[src/rtl/aes_key_sched_ctrl.sv]
// Key-schedule sequencer for one AES block: pulses key expansion LOAD, then presents
// round keys forward (encrypt) or, after a forward expansion pass, in reverse (decrypt).
module aes_key_sched_ctrl #(
  parameter int unsigned IDX_W  = 4,
  parameter int unsigned NR_128 = 10,
  parameter int unsigned NR_192 = 12,
  parameter int unsigned NR_256 = 14
) (
  input  logic             CLK,
  input  logic             RST_N,
  input  logic             start,
  input  logic [1:0]       mode,
  input  logic             decrypt,
  input  logic             abort,
  output logic             ready,
  output logic             busy,
  output logic             ke_load,
  output logic             ke_revers,
  output logic [1:0]       ke_mode,
  output logic             key_valid,
  output logic [IDX_W-1:0] round_idx,
  output logic             first_round,
  output logic             last_round,
  output logic             done
);

  typedef enum logic [2:0] {
    StIdle,
    StLoad,
    StRoundFwd,
    StExpand,
    StRoundRev,
    StDone
  } state_e;

  state_e           state_q, state_d;
  logic [IDX_W-1:0] idx_q, idx_d;
  logic [IDX_W-1:0] cnt_q, cnt_d;
  logic [1:0]       mode_q, mode_d;
  logic             dec_q, dec_d;
  logic [IDX_W-1:0] nr;

  logic ready_d, load_d, revers_d, valid_d, first_d, last_d, done_d;

  // Latched mode is already folded (3 -> 2), so only three cases remain.
  always_comb begin
    case (mode_q)
      2'd0:    nr = IDX_W'(NR_128);
      2'd1:    nr = IDX_W'(NR_192);
      default: nr = IDX_W'(NR_256);
    endcase
  end

  always_comb begin
    state_d = state_q;
    idx_d   = idx_q;
    cnt_d   = cnt_q;
    mode_d  = mode_q;
    dec_d   = dec_q;

    unique case (state_q)
      StIdle: begin
        if (start && !abort) begin
          state_d = StLoad;
          mode_d  = (mode == 2'd3) ? 2'd2 : mode;
          dec_d   = decrypt;
          idx_d   = '0;
          cnt_d   = '0;
        end
      end
      StLoad: begin
        state_d = dec_q ? StExpand : StRoundFwd;
      end
      StRoundFwd: begin
        if (idx_q == nr) begin
          state_d = StDone;
        end else begin
          idx_d = idx_q + 1'b1;
        end
      end
      StExpand: begin
        if (cnt_q == nr - 1'b1) begin
          state_d = StRoundRev;
          idx_d   = nr;
        end else begin
          cnt_d = cnt_q + 1'b1;
        end
      end
      StRoundRev: begin
        if (idx_q == '0) begin
          state_d = StDone;
        end else begin
          idx_d = idx_q - 1'b1;
        end
      end
      StDone: begin
        state_d = StIdle;
      end
      default: begin
        state_d = StIdle;
      end
    endcase

    if (abort && (state_q != StIdle)) begin
      state_d = StIdle;
      idx_d   = '0;
      cnt_d   = '0;
    end

    // Outputs are decoded from the next state so they appear registered in the same cycle.
    ready_d  = (state_d == StIdle);
    load_d   = (state_d == StLoad);
    valid_d  = (state_d == StRoundFwd) || (state_d == StRoundRev);
    revers_d = (state_d == StRoundRev) && (idx_d != '0);
    first_d  = ((state_d == StRoundFwd) && (idx_d == '0)) ||
               ((state_d == StRoundRev) && (idx_d == nr));
    last_d   = ((state_d == StRoundFwd) && (idx_d == nr)) ||
               ((state_d == StRoundRev) && (idx_d == '0));
    done_d   = (state_d == StDone);
  end

  always_ff @(posedge CLK or negedge RST_N) begin
    if (!RST_N) begin
      state_q     <= StIdle;
      idx_q       <= '0;
      cnt_q       <= '0;
      mode_q      <= 2'd0;
      dec_q       <= 1'b0;
      ready       <= 1'b1;
      ke_load     <= 1'b0;
      ke_revers   <= 1'b0;
      key_valid   <= 1'b0;
      first_round <= 1'b0;
      last_round  <= 1'b0;
      done        <= 1'b0;
    end else begin
      state_q     <= state_d;
      idx_q       <= idx_d;
      cnt_q       <= cnt_d;
      mode_q      <= mode_d;
      dec_q       <= dec_d;
      ready       <= ready_d;
      ke_load     <= load_d;
      ke_revers   <= revers_d;
      key_valid   <= valid_d;
      first_round <= first_d;
      last_round  <= last_d;
      done        <= done_d;
    end
  end

  assign busy      = ~ready;
  assign ke_mode   = mode_q;
  assign round_idx = idx_q;

endmodule

[config.mk]
export PLATFORM = sky130hd
export DESIGN_NAME = aes_key_sched_ctrl
export DESIGN_NICKNAME = d
export VERILOG_FILES = /design/src/rtl/aes_key_sched_ctrl.sv
export SDC_FILE = /design/constraint.sdc
export NUM_CORES = 1
export LEC_CHECK = 0
export ABC_AREA = 1
export CORE_ASPECT_RATIO = 0.5
export CORE_MARGIN = 2
export CORE_UTILIZATION = 51
export DETAILED_ROUTE_END_ITERATION = 10
export GPL_ROUTABILITY_DRIVEN = 1
export GPL_TIMING_DRIVEN = 0
export HOLD_SLACK_MARGIN = 0.02
export PLACE_DENSITY_LB_ADDON = 0.12
export SLEW_MARGIN = 40
export SYNTH_ARGS = -nofsm -noshare
export SYNTH_HDL_FRONTEND = slang
export SYNTH_SLANG_ARGS = --single-unit
[constraint.sdc]
create_clock -name CLK -period 3.75 [get_ports CLK]
set_input_delay 0.5625 -clock CLK [delete_from_list [all_inputs] [get_ports CLK]]
set_output_delay 0.5625 -clock CLK [all_outputs]
set_load 0.02 [all_outputs]
==> results.json <==
{
  "status": "complete, no violations",
  "post_cts_buffers": 0,
  "crit_type": "in2reg",
  "syn_area_per_cell_um2": 7.72,
  "synth_mux_area_share_pct": 0,
  "placedCellCount": 263,
  "rsz0062_at_grt": "no",
  "synth-simple-area-share_pct": 43.2,
  "hp-class": "in2async",
  "postSynthCellCount": 203,
  "nets": 238,
  "antenna_cells": 0,
  "async_flop_share_pct": 100,
  "worstPathArrival_ps": 2210,
  "num-fill-cells": 267,
  "final_max_slew_viol_count": 0,
  "drc": 0,
  "area_growth_pct": 18.8,
  "antenna_found_initial": 0,
  "drtIter0Drc": 108,
  "grtUsageTotal_pct": 22.0,
  "start_util_pct": 53.0,
  "clock_skew_ps": 2.66,
  "cts_tree": "built",
  "clockBufferDepth": 2,
  "fin_area_um2": 1860,
  "final_cell_mix": "nand2_1, inv_1, nand3_1",
  "via_per_inst": 5.04,
  "crit_fanout": 5,
  "grt_first_pass_wirelength_mm": 5.78,
  "leakage_nw": 0.909,
  "grt_max_degree": 22,
  "relSlewSlack_pct": 68.1,
  "p_per_area_nw_per_um2": 775,
  "dp_hpwl_mm": 2.71,
  "die_area_um2": 3560,
  "cts_hold_buf": 0,
  "synth_top_family_by_area": "simple AND/OR/NAND/NOR gates",
  "globalplace.congestion": 0.864,
  "synth_compound_area_share_pct": 9.34,
  "synth-adder-area-share_pct": 2.39,
  "ys_warn_count": 0,
  "coreArea_um2": 2960,
  "yosysSeqAreaShare_pct": 33.6,
  "fmax_ghz": 0.488,
  "ios": 21,
  "setup_tns_ps": 0,
  "finalSetupViolations": 0,
  "die_y_um": 43.2,
  "dp_slack_ps": 1430,
  "drive_gt1_share_pct": 25.6,
  "layoutNonFillerInstCount": 267,
  "critPathLaunchType": "input pin",
  "period_minus_slack_ps": 2050,
  "layout_commonest_cell": "nand2_1",
  "grt_pass1_vias": 1248,
  "wl_per_cell_um": 12.5,
  "tightest_slew_ps": 479,
  "cts_made_buffers": 3,
  "cts.sinks": 21,
  "cp-end-kind": "register",
  "clk_pin_slew_worst_paths_ps": 80,
  "maxCapViolations": 0,
  "synthDistinctLibCells": 33,
  "dr.pass1.iters": 4,
  "numPortBuffers": 20,
  "finalHoldViolations": 0,
  "num_rows": 14,
  "dieWidth_um": 82.4,
  "drtAntennaViolNets": 0,
  "synth_enable_flop_cells": 0,
  "overflow": 0,
  "cts_resized": 0,
  "cts_root_buffer": "clkbuf_8",
  "synth_seq_cells": 21,
  "vias": 1345,
  "syn_area_um2": 1570,
  "synth_ff_type": "dfrtp_1",
  "synth_nets": 213,
  "placed_area_um2": 1810,
  "htreeDepth": 1,
  "synth_xor_area_share_pct": 1.12,
  "routed_wl_mm": 3.34,
  "period_share_pct": 54.6,
  "ir_drop_uv": 379,
  "clkLatencyLatePin_ps": 260,
  "crit_required_ps": 3910,
  "setup_ws_ps": 1700
}
critical path: stages:
cell	delay, ps
clkdlybuf4s50_1	420
inv_1	210
nand2_1	180
nor2_2	240
nor2_1	70
nand4_1	100
nand2_1	120
inv_2	90
nor2_1	60
nand4_1	90
nand2_1	60
through the flow:
| stage | utilization, % | hold WS (ps) | total power, W |
|---|---|---|---|
| 6_report | 62.9 | 247 | 0.00144 |
| 2_1_floorplan | - | 267 | 0.00105 |
| 4_1_cts | 62.9 | 258 | 0.00145 |
| 5_1_grt | 62.9 | 282 | 0.00157 |
| 3_5_place_dp | 61.2 | 472 | 0.00129 |
| 3_3_place_gp | 61.4 | 473 | 0.00128 |
cells in the mapped netlist, types with 2 or more instances:
master,number,area [µm²]
a31oi_2,2,25.0
inv_1,23,86.3
nor2_8,2,40.0
nand4_1,6,37.5
nor3_1,4,20.0
inv_4,2,12.5
dfrtp_1,20,500
nand2_1,47,176
o21ai_0,2,10.0
a21oi_1,5,25.0
nand2_4,6,67.6
ha_1,3,37.5
nor2_1,8,30.0
nor2_2,8,50.1
nand2_2,7,43.8
nand3_2,7,70.1
nand3_1,21,105
inv_2,12,45.0
clkinv_1,2,7.51
xnor2_1,2,17.5
o21ai_1,2,10.0
per-layer routing:
layer / wire, µm / vias up / global-route usage, %
li1: - / 698 / -
met1: 1610 / 606 / 31.1
met2: 1450 / 37 / 33.5
met3: 243 / 4 / 6.38
met4: 29 / 0 / 4.00
met5: 0 / - / 0
final cells by class:
type	instances	area (µm²)	share of cell area (%)
repair buffers	20	195	10.5
clock inverters	1	7.51	0.403
flip-flops and latches	21	527	28.3
multi-input cells	142	878	47.2
well taps	40	50.0	2.69
clock buffers	3	41.3	2.22
inverters	40	163	8.74
logic make-up (layout without fill, tap and decap cells):
| family | after synthesis | in the layout |
|---|---|---|
| DFF | 21 | 21 |
| and+or+nand+nor | 119 | 119 |
| xor gates and xnor gates | 2 | 2 |
| buffers and inverters | 40 | 64 |
| adders and majority gates | 3 | 3 |
| AOI/OAI and AO/OA | 18 | 18 |
worst paths after layout:
check / from / to / slack, ps / depth (start not counted)
max in group asynchronous: RST_N / ready$_DFF_PN1_ / 3160 / 1
max reg2reg: round_idx[1]$_DFF_PN0_ / first_round$_DFF_PN0_ / 1830 / 13
min: RST_N / first_round$_DFF_PN0_ / 250 / 1
min reg2reg: dec_q$_DFFE_PN0P_ / dec_q$_DFFE_PN0P_ / 490 / 2
min in group CLK: dec_q$_DFFE_PN0P_ / dec_q$_DFFE_PN0P_ / 490 / 2
max: abort / first_round$_DFF_PN0_ / 1700 / 11
sequential cells by signal, summed over array words and instances (netlist names), 2 cells and up:
| register | flops |
|---|---|
| cnt_q | 4 |
| ke_mode | 2 |
| round_idx | 4 |
| state_q | 3 |
report_power, final:
part	internal, W	switching, W
logic	0.000323	0.000601
registers	0.000295	0.0000717
clock network	0.0000751	0.0000765
Note: power is estimated with default switching activity, not from simulation.
